$ cat src/rtl/sev_seg_scanner.sv
// Self-timed seven-segment bank scanner: owns the digit-scan counter, decodes hex nibbles,
// and drives registered anode/segment/dp pins with PWM brightness and leading-zero blanking.
module sev_seg_scanner #(
   parameter int NUM_DIGITS = 8,
   parameter int CLK_DIV    = 100000,
   parameter int BRIGHT_W   = 4,
   parameter int ACTIVE_LOW = 1
) (
   input  logic                      clk,
   input  logic                      rst_n,
   input  logic [4*NUM_DIGITS-1:0]   data_in,
   input  logic [NUM_DIGITS-1:0]     dp_in,
   input  logic [NUM_DIGITS-1:0]     digit_en,
   input  logic                      load,
   input  logic                      blank_lz,
   input  logic [BRIGHT_W-1:0]       brightness,
   output logic [NUM_DIGITS-1:0]     an_out,
   output logic [6:0]                seg_out,
   output logic                      dp_out,
   output logic                      frame_tick
);

   localparam int PW   = (CLK_DIV > 1) ? $clog2(CLK_DIV) : 1;
   localparam int IW   = $clog2(NUM_DIGITS);
   localparam int OW   = PW + 1;
   localparam int STEP = CLK_DIV >> BRIGHT_W;
   localparam logic POL = (ACTIVE_LOW != 0);

   logic [PW-1:0]             prescaler;
   logic [IW-1:0]             index;
   logic                      slot_end;
   logic                      frame_end;

   logic [4*NUM_DIGITS-1:0]   pending_data;
   logic [NUM_DIGITS-1:0]     pending_dp;
   logic [4*NUM_DIGITS-1:0]   active_data;
   logic [NUM_DIGITS-1:0]     active_dp;

   logic [3:0]                cur_nib;
   logic                      cur_dp;
   logic                      cur_en;
   logic                      cur_blank;
   logic [NUM_DIGITS-1:0]     lz_blank;
   logic                      zero_run;
   logic [OW-1:0]             on_limit;
   logic                      in_window;

   logic [NUM_DIGITS-1:0]     an_next;
   logic [6:0]                seg_next;
   logic                      dp_next;

   function automatic logic [6:0] hex7(input logic [3:0] nib);
      case (nib)
         4'h0:    hex7 = 7'h3F;
         4'h1:    hex7 = 7'h06;
         4'h2:    hex7 = 7'h5B;
         4'h3:    hex7 = 7'h4F;
         4'h4:    hex7 = 7'h66;
         4'h5:    hex7 = 7'h6D;
         4'h6:    hex7 = 7'h7D;
         4'h7:    hex7 = 7'h07;
         4'h8:    hex7 = 7'h7F;
         4'h9:    hex7 = 7'h6F;
         4'hA:    hex7 = 7'h77;
         4'hB:    hex7 = 7'h7C;
         4'hC:    hex7 = 7'h39;
         4'hD:    hex7 = 7'h5E;
         4'hE:    hex7 = 7'h79;
         default: hex7 = 7'h71;
      endcase
   endfunction

   assign slot_end  = (prescaler == PW'(CLK_DIV - 1));
   assign frame_end = slot_end && (index == IW'(NUM_DIGITS - 1));

   always_ff @(posedge clk or negedge rst_n) begin
      if (!rst_n) begin
         prescaler <= '0;
         index     <= '0;
      end else if (slot_end) begin
         prescaler <= '0;
         index     <= (index == IW'(NUM_DIGITS - 1)) ? '0 : index + IW'(1);
      end else begin
         prescaler <= prescaler + PW'(1);
      end
   end

   // Pending absorbs every load; active only changes at the frame boundary so a frame never tears.
   always_ff @(posedge clk or negedge rst_n) begin
      if (!rst_n) begin
         pending_data <= '0;
         pending_dp   <= '0;
         active_data  <= '0;
         active_dp    <= '0;
      end else begin
         if (load) begin
            pending_data <= data_in;
            pending_dp   <= dp_in;
         end
         if (frame_end) begin
            active_data <= load ? data_in : pending_data;
            active_dp   <= load ? dp_in   : pending_dp;
         end
      end
   end

   // A digit is a leading zero when it and every digit to its left are zero.
   always_comb begin
      zero_run = 1'b1;
      lz_blank = '0;
      for (int i = NUM_DIGITS - 1; i >= 0; i--) begin
         zero_run    = zero_run & (active_data[i*4 +: 4] == 4'h0);
         lz_blank[i] = blank_lz & zero_run & (i != 0);
      end
   end

   always_comb begin
      cur_nib   = 4'h0;
      cur_dp    = 1'b0;
      cur_en    = 1'b0;
      cur_blank = 1'b0;
      for (int i = 0; i < NUM_DIGITS; i++) begin
         if (index == IW'(i)) begin
            cur_nib   = active_data[i*4 +: 4];
            cur_dp    = active_dp[i];
            cur_en    = digit_en[i];
            cur_blank = lz_blank[i];
         end
      end
   end

   // Prescaler value 0 is always dark so the previous digit's anode cannot ghost into this slot.
   always_comb begin
      on_limit  = (OW'(brightness) + OW'(1)) * OW'(STEP);
      in_window = cur_en && (prescaler != '0) && ({1'b0, prescaler} < on_limit);
      an_next   = '0;
      for (int i = 0; i < NUM_DIGITS; i++) begin
         an_next[i] = in_window && (index == IW'(i));
      end
      seg_next = (in_window && !cur_blank) ? hex7(cur_nib) : 7'h00;
      dp_next  = in_window && cur_dp;
   end

   always_ff @(posedge clk or negedge rst_n) begin
      if (!rst_n) begin
         an_out     <= {NUM_DIGITS{POL}};
         seg_out    <= {7{POL}};
         dp_out     <= POL;
         frame_tick <= 1'b0;
      end else begin
         an_out     <= an_next ^ {NUM_DIGITS{POL}};
         seg_out    <= seg_next ^ {7{POL}};
         dp_out     <= dp_next ^ POL;
         frame_tick <= frame_end;
      end
   end

endmodule

$ cat config.mk
export PLATFORM = sky130hd
export DESIGN_NAME = sev_seg_scanner
export DESIGN_NICKNAME = d
export VERILOG_FILES = /design/src/rtl/sev_seg_scanner.sv
export SDC_FILE = /design/constraint.sdc
export NUM_CORES = 1
export LEC_CHECK = 0
export CORE_UTILIZATION = 46
export CTS_CLUSTER_DIAMETER = 120
export DETAILED_ROUTE_END_ITERATION = 10
export GPL_TIMING_DRIVEN = 0
export PLACE_DENSITY = 0.75
export SLEW_MARGIN = 15
export SYNTH_ARGS = -nofsm -noshare
export SYNTH_HDL_FRONTEND = slang
export SYNTH_SLANG_ARGS = --single-unit
$ cat constraint.sdc
create_clock -name clk -period 7.45 [get_ports clk]
set_clock_uncertainty 0.15 [all_clocks]
set_input_delay 1.49 -clock clk [delete_from_list [all_inputs] [get_ports clk]]
set_output_delay 1.49 -clock clk [all_outputs]
set_load 0.03 [all_outputs]
Word-level counts from Yosys, hierarchy flattened
Memories as Yosys holds them, arrays and structs flattened. Cells that the tools add are included. Widths: inputs -> output; s select.

Magnitude comparators: 1. Reductions and logical operators: 23. Equal/unequal tests: 8. Bitwise logic cells: 16. Shifts and indexed selects: 0. Div/mod/pow operators: 0. Add/subtract/negate cells: 3. $mul: 1. Multiplexer cells: 36.

Operators with widths (number): $mux 32 (1); $mux 4 (8); $logic_not 4->1 (7); $mux 1 (23); $lt 17x18->1 (1); $add 17x1->17 const B (1); $eq 17x17->1 const B (1); $mul 5x12->17 const B (1); $mux 17 (1); $reduce_bool 17->1 (1); $and 1x1->1 (13); $logic_and 1x1->1 (13); $eq 3x3->1 const B (4); $mux 8 (1); $not 8->8 (1); $mux 7 (1); $not 7->7 (1); $eq 3x2->1 const B (2); $add 4x1->5 const B (1); $add 3x1->3 const B (1); $eq 3x1->1 const B (1); $logic_not 3->1 (1); $mux 3 (1); $logic_not 1->1 (1); $not 1->1 (1).

Input bits: 56. Memory bits (read-only): 112. Memories: 1. Latch bits: 0. Bits in writable memories: 0. Flip-flop bits (word level): 117. Logic and storage cells: 99. Output and inout port bits: 17.

Memories: (no name shown) (words 16, width 7, read ports 1, clocked after memory_dff 0, write ports 0, RTL line 53) `case (nib)`.

Logic depth before layout (Yosys ltp)
Gate-level depths: netlist (run 1).

Word-level depth: 19. Mapped depth: 23. Gate-level depth less buffers: 22.

Least setup slack after synthesis (run 1)
Ideal clock, no wire load.

Path kind: input to register. Start point: input brightness[0]. End point: register seg_out[1]. Arrival: 5.979 ns. Setup slack: 1.237 ns. Setup time: 0.084 ns. Required time: 7.216 ns. Buffers on the path: 1. Cell stages on the path: 22. Cell sequence: ha_1 -> xor2_1 -> ha_1 -> xor2_1 -> ha_1 -> ha_1 -> ha_1 -> a21o_2 -> a21oi_1 -> o21ai_0 -> a2111oi_0 -> o41ai_1 -> xnor2_1 -> ha_1 -> o21a_1 -> o21a_1 -> o221ai_1 -> a2111oi_0 -> a31oi_1 -> buf_4 -> nand2_2 -> a311o_1.

Longest elaborated chain between the ends: 7.

RTL lines: start: declaration (RTL line 16) `input logic [BRIGHT_W-1:0] brightness,`; $add 4x1->5 (RTL line 134) `on_limit = (OW'(brightness) + OW'(1)) * OW'(STEP);`; $mul 5x12->17 (RTL line 134); $lt 17x18->1 (RTL line 135) `in_window = cur_en && (prescaler != '0) && ({1'b0, prescaler} < on_limit);`; $logic_and 1x1->1 (RTL line 135); $logic_and 1x1->1 (RTL line 140) `seg_next = (in_window && !cur_blank) ? hex7(cur_nib) : 7'h00;`; $mux 7 (RTL line 140); $not 7->7 (no source line); end signal: assignment (RTL line 147) `seg_out <= {7{POL}};`; end signal: assignment (RTL line 152) `seg_out <= seg_next ^ {7{POL}};`; end: declaration (RTL line 18) `output logic [6:0] seg_out,`.

No other way between the ends. A chain may end at the register's enable or synchronous reset.

Worst setup path after layout (run 1)
Start point: input brightness[1]. End point: register seg_out[1].

Same word-level chain as after synthesis.

==> flow_metrics.tcl, run 1 <==
set metrics [dict create \
    cts_buffer_depth 2 \
    p_int_mw 1.359 \
    seq_power_share 0.380 \
    synth_edf_count 0 \
    combPwrFrac 0.134 \
    worst_path_max_delay_cell "clkdlybuf4s50_1" \
    overflow 0 \
    finalHoldViolCount 0 \
    min_path_cells 1 \
    clk_latency_ns 0.42 \
    netlist_top_cells_area "dfrtp_1 38%, mux2_2 13%, ha_1 12%" \
    via_per_inst 5.582 \
    drt_iter0_drc 372 \
    r2r_end "seg_out[1]" \
    tightest_slew_ns 0.8869 \
    status "finished, final reports clean" \
    synth_nets 715 \
    r2r_slack_ns 3.38 \
    power.share.clock 0.486 \
    antenna_found_initial 0 \
    path_max_fanout 10 \
    synth_seq_cells 117 \
    slew_violations 0 \
    drt-pass1-iter-count 5 \
    num_rows 43 \
    fill_cells 1103 \
    clk_pin_slew_ns 0.05 \
    highest_layer "met4" \
    wl_per_cell_um 16.62 \
    hold_path.class "reg2reg" \
    htreeDepth 4 \
    crit_path_start_kind "primary input" \
    criticalPathCategory "in2reg" \
    cts_setup_buffers 0 \
    diodes 0 \
    grt_use_total 0.2143 \
    final_common_cell "dfrtp_1" \
    power.leakage_nw 3.710 \
    pwr_density_cell_mw_per_mm2 214.3 \
    drv_cap 0 \
    synthCells 597 \
    hpwl_um 10950 \
    grt_max_degree 67 \
    synth_top_area_cell "dfrtp_1" \
    antenna_left 0 \
    fin_crit_sh 0.9360 \
    cp.arrival_ns 7.15 \
    cts_inserted_buffers 17 \
    dieArea_mm2 0.01483 \
    core_mm2 0.01393 \
    fmax_ghz 0.1434 \
    hold_start "pending_data[0]" \
    wl_met3_um 788 \
    start_util 0.4735 \
    grt_pass1_wl_um 24370 \
    die_h_um 121.8 \
    synth-seq-area-share 0.4468 \
    ios 73 \
    hold_end "pending_data[0]" \
    via_count 4912 \
    synthArstFlopShare 1.000 \
    period_minus_slack_ns 6.973 \
    slew_headroom 0.4013 \
    ys_dominant_reg_cell "dfrtp_1" \
    reg2reg_depth 14 \
    rsz0062_at_grt "false" \
    cp_common_cell "ha_1" \
    finalNonFillerCells 880 \
    swShare 0.2265 \
    cts_root_buf "clkbuf_16" \
    synth_area_mm2 0.006598 \
    drive_gt1_frac 0.2100 \
    dp_cells 849 \
    endpoint_kind "flip-flop" \
    grt_pass1_vias 5026 \
    ys_types 61 \
    fp.dieW_um 121.8 \
    required_ns 7.63 \
    ir_drop_uv 156.0 \
    power_switching_mw 0.3978 \
    cp_cell_sequence "clkdlybuf4s50_1 -> ha_1 -> xor2_2 -> ha_1 -> xor2_1 -> ha_1 -> ha_1 -> ha_1 -> a21o_2 -> a21oi_1 -> o21ai_0 -> a2111oi_0 -> o41ai_1 -> a31oi_1 -> xnor2_1 -> ha_1 -> nor3_1 -> o211ai_1 -> o221ai_1 -> a2111oi_0 -> a31oi_1 -> buf_4 -> nand2_2 -> a311o_1" \
    drt-total-wl_um 14620 \
    final_nets 806 \
    drc 0 \
    met1Wirelength_um 6633 \
    final_cell_mix "101 x dfrtp_1, 77 x mux2_2, 69 x clkdlybuf4s50_1" \
    yosys_warnings 0 \
    netlist.area_leader.share 0.3831 \
    dr_wl_met2_um 6885 \
    finalSetupViolations 0 \
    port_buffers 71 \
    r2r-start "index[2]" \
    syn_area_per_cell_um2 11.05 \
    place.gp.congestion 0.9437 \
    cts_num_sinks 117 \
    cts_tree "yes" \
    setup_tns_ns 0 \
    max_stage_delay_ns 0.55 \
    area_growth_pct 24.24 \
]
==> Yosys cell counts, types with 3 or more instances <==
library cell and number:
dfrtp_1 101, mux2_2 77, ha_1 61, nand2_1 42, nor2_1 27, a21oi_1 25
inv_1 25, o21ai_0 24, nand3_1 17, dfstp_2 16, xnor2_1 15, xor2_1 14
buf_2 12, nor2b_1 10, nor4_1 10, a31oi_1 9, nor3_1 9, clkbuf_1 7
nand4_1 7, a211oi_1 5, and3_1 5, buf_1 5, a21o_1 4, o211ai_1 4
o221ai_1 4, o31ai_1 4, a2111oi_0 3, a221oi_1 3, nand3b_1 3, nor3b_1 3
o21a_1 3, o41ai_1 3, or3_1 3
==> cell type report <==
cell class	count	area, um2	share of cell area
Clock buffer	22	474.2	0.05785
Clock inverter	9	150.1	0.01832
Tap cell	180	225.2	0.02748
Timing Repair Buffer	72	742.0	0.09052
Buffer	25	112.6	0.01374
Multi-Input combinational cell	428	3443	0.4201
Inverter	27	101.3	0.01236
Sequential cell	117	2948	0.3596
==> kinds of logic after synthesis <==
group	count (synthesis)	synth area share
AOI/OAI and AO/OA	110	0.1127
and+or+nand+nor	146	0.1130
buffers and inverters	52	0.03243
xor gates and xnor gates	29	0.03850
adders and majority gates	62	0.1187
DFF	117	0.4468
muxes	81	0.1379
==> worst max-delay path by stage <==
stage,start,to,slack [ns],depth (start not counted)
after floorplan,brightness[0],seg_out[1],1.24,22
after global placement,brightness[0],seg_out[1],-0.16,24
after detailed placement,brightness[0],seg_out[1],-0.30,24
after CTS,brightness[0],seg_out[1],0.1,24
after global routing,brightness[1],seg_out[1],0.15,24
final,brightness[1],seg_out[1],0.48,24
==> power groups by stage <==
stage / Sequential (mW) / Combinational [mW] / Clock (mW)
after global routing: 0.670 / 0.267 / 0.895
after CTS: 0.668 / 0.239 / 0.864
after floorplan: 0.680 / 0.148 / 0
after detailed placement: 0.678 / 0.237 / 0
final: 0.668 / 0.235 / 0.853
after global placement: 0.677 / 0.227 / 0
==> what timing repair did <==
action / in CTS / in global routing
hold buffers: 0 / 0
endpoints found under the setup margin: 0 / 7
gates resized for setup: 0 / 2
==> state kept, by name, summed over array words and instances, names as in the netlist <==
signal	cells
an_out	8
active_dp	8
active_data	32
frame_tick	1
dp_out	1
prescaler	17
pending_dp	8
seg_out	7
index	3
pending_data	32
==> worst max-delay path: cells and delay by family <==
family          cells  cell delay [ns]
xor+xnor            3             0.62
simple gates        2             0.21
compound gates     11             2.48
fa+ha+maj           6             1.58
buf+inv             2             0.78
==> per-layer routing <==
metal / vias up / GRT usage
met4: 0 / 0.09336
li1: 2367 / -
met5: - / 0
met3: 30 / 0.04775
met2: 146 / 0.3443
met1: 2369 / 0.2771
==> metrics by stage <==
step           total power [mW]  setup WS, ns  hold slack [ns]    util  cell area (um2)
2_1_floorplan            0.8288         1.237           0.3171       -             6598
3_3_place_gp             0.9039       -0.1612           0.3286  0.5406             7533
3_5_place_dp             0.9148       -0.2953           0.3325  0.5427             7562
4_1_cts                   1.770       0.09713           0.3441  0.5875             8187
5_1_grt                   1.832        0.1517           0.3557  0.5882             8197
6_report                  1.756        0.4767           0.3434  0.5882             8197
Note: power is estimated with default switching activity, not from simulation.
==> run 2, diff against run 1 <==
Settings changed: CAP_MARGIN set to 20.
==> results of run 2 <==
Same layout as run 1: the final DEF is identical, and so are final timing and power.
==> run 3, diff against run 2 <==
Settings changed: ABC_AREA set to 1, SLEW_MARGIN 15 to 40.
==> run 3 against run 2 <==
Effect of this change: count of clock-buffer cells in the layout shrank 1; via count grew 6.5%; fmax is 9.4% higher; first-iteration DRC count fell by 23%.
==> flow_metrics.tcl, run 3 <==
set metrics [dict create \
    antenna_left 0 \
    worst_path_max_delay_cell "clkdlybuf4s50_1" \
    final_cell_mix "165 x nand2_1, 128 x inv_1, 101 x dfrtp_1" \
    syn_area_per_cell_um2 9.136 \
    hold_end "active_data[8]" \
    start_util 0.4718 \
    ys_types 47 \
    netlist_top_cells_area "dfrtp_1 35%, ha_1 11%, nand2_1 8.6%" \
    cp.arrival_ns 6.54 \
    ios 73 \
    r2r_slack_ns 4.74 \
    synth_top_area_cell "dfrtp_1" \
    cts_inserted_buffers 17 \
    grt_pass1_wl_um 24620 \
    die_h_um 126.9 \
    period_minus_slack_ns 6.372 \
    antenna_found_initial 0 \
    criticalPathCategory "in2reg" \
    netlist_top_cells_count "165 x nand2_1, 128 x inv_1, 101 x dfrtp_1, 61 x ha_1" \
    power.share.clock 0.471 \
    cts_buffer_depth 2 \
    power.leakage_nw 4.592 \
    clk_latency_ns 0.41 \
    max_stage_delay_ns 0.76 \
    synth_nets 903 \
    endpoint_kind "flip-flop" \
    fin_util 0.5745 \
    synth_area_mm2 0.007172 \
    rsz0062_at_grt "false" \
    slew_violations 0 \
    htreeDepth 4 \
    diodes 0 \
    finalHoldViolCount 0 \
    slew_headroom 0.5537 \
    crit_path_start_kind "primary input" \
    synth_seq_cells 117 \
    r2r-start "index[1]" \
    pwr_density_cell_mw_per_mm2 195.9 \
    status "finished, final reports clean" \
    drv_cap 0 \
    netlist.area_leader.share 0.3524 \
    cts_resized 0 \
    cts_setup_buffers 0 \
    holdBufCountCts 0 \
    grt_max_degree 70 \
    tightest_slew_ns 0.6695 \
    synthArstFlopShare 1.000 \
    drc 0 \
    min_path_cells 2 \
    synth_most_common_cell "nand2_1" \
    cts_root_buf "clkbuf_16" \
    dieArea_mm2 0.01609 \
    core_mm2 0.01520 \
    port_buffers 71 \
    cts_tree "yes" \
    finalSetupViolations 0 \
    fin_crit_sh 0.8554 \
    swShare 0.2388 \
    place.gp.congestion 0.8426 \
    required_ns 7.62 \
    combPwrFrac 0.139 \
    path_max_fanout 8 \
    fp.dieW_um 126.9 \
    final_nets 994 \
    final_common_cell "nand2_1" \
    yosys_warnings 0 \
    seq_power_share 0.390 \
    num_rows 45 \
    ir_drop_uv 141.9 \
    via_per_inst 4.858 \
    p_int_mw 1.302 \
    cp_top_family "adder cells" \
    hpwl_um 10790 \
    fmax_ghz 0.1569 \
    grt_use_total 0.1941 \
    hold_start "active_data[8]" \
    drt-pass1-iter-count 4 \
    area_growth_pct 21.77 \
    synth_edf_count 0 \
    power_switching_mw 0.4086 \
    reg_top3 "active_data (32), pending_data (32), prescaler (17)" \
    clk_pin_slew_ns 0.05 \
    wl_per_cell_um 13.43 \
    cts_num_sinks 117 \
    reg2reg_depth 22 \
    grt_pass1_vias 5192 \
    cp_common_cell "nand2_1" \
    drt_iter0_drc 286 \
    hold_path.class "reg2reg" \
    drive_gt1_frac 0.1687 \
    r2r_end "seg_out[0]" \
    synth-seq-area-share 0.4110 \
    path_buf_inv 2 \
    drt-total-wl_um 14460 \
    synthCells 785 \
    via_count 5232 \
    overflow 0 \
    setup_tns_ns 0 \
    ys_dominant_reg_cell "dfrtp_1" \
]
run 3: changes by cell type after synthesis, sizes merged, moves of 7 or more:
cell / before / now
nand2: 43 / 179
inv: 26 / 138
mux2: 79 / 40
mux2i: 2 / 40
nor2: 27 / 52
nand3: 17 / 34
nor2b: 10 / 0
o21ai: 26 / 17
or2: 0 / 9
xnor2: 15 / 6
a31oi: 9 / 2
run 3: cell families after synthesis:
kind of cell / synth area share
buffers and inverters: 0.09368
AND/OR/NAND/NOR: 0.2025
flip-flops: 0.4110
multiplexers: 0.1186
adder cells (fa/ha/maj): 0.1092
XOR/XNOR: 0.02198
AO/OA/AOI/OAI: 0.04292
run 3: routing by layer:
layer  up-vias  global-route usage  share of wire
li1       2680                   -              -
met3        23             0.04007          0.034
met1      2424              0.2432           0.47
met2       105              0.3313           0.48
met4         0             0.06933          0.017
met5         -                   0              0
run 3: worst reg2reg max path, delay by kind of cell, from the launching register on:
kind          cells  cell delay, ns
fa+ha+maj         2            0.39
buf+inv           5            0.49
flops             1            0.39
simple gates     15            1.27
run 3: layout make-up:
type | instances | area [um2]
flip-flops and latches | 117 | 2948
multi-input cells | 515 | 3552
fillers | 1254 | 6469
inverters | 138 | 523.0
clock inverters | 11 | 132.6
repair buffers | 72 | 743.2
well taps | 188 | 235.2
plain buffers | 15 | 148.9
clock buffers | 21 | 450.4
run 3: worst max path at each step:
stage | cells past startpoint | slack [ns] | to | startpoint
after floorplan | 28 | 2.24 | dp_out | brightness[0]
after global placement | 1 | 0.38 | prescaler[13] | rst_n
after detailed placement | 28 | 0.62 | seg_out[5] | brightness[0]
after CTS | 28 | 1.02 | seg_out[4] | brightness[0]
after global routing | 28 | 0.78 | seg_out[4] | brightness[0]
final | 28 | 1.08 | seg_out[4] | brightness[0]
run 3: power groups by stage:
stage          clock (mW)  combinational, mW  sequential [mW]
2_1_floorplan           0              0.151            0.680
3_3_place_gp            0              0.231            0.676
3_5_place_dp            0              0.240            0.678
4_1_cts             0.817              0.242            0.667
5_1_grt             0.854              0.272            0.669
6_report            0.806              0.238            0.667
run 3: through the flow:
| step | total power [mW] | cell area, um2 | cells | hold slack, ns | setup slack, ns |
|---|---|---|---|---|---|
| 2_1_floorplan | 0.8313 | 7172 | 785 | 0.2929 | 2.237 |
| 3_3_place_gp | 0.9077 | 8118 | 1044 | 0.3126 | 0.3787 |
| 3_5_place_dp | 0.9179 | 8150 | 1045 | 0.3212 | 0.6165 |
| 4_1_cts | 1.726 | 8733 | 1077 | 0.3364 | 1.015 |
| 5_1_grt | 1.795 | 8733 | 1077 | 0.3450 | 0.7826 |
| 6_report | 1.711 | 8733 | 1077 | 0.3328 | 1.078 |
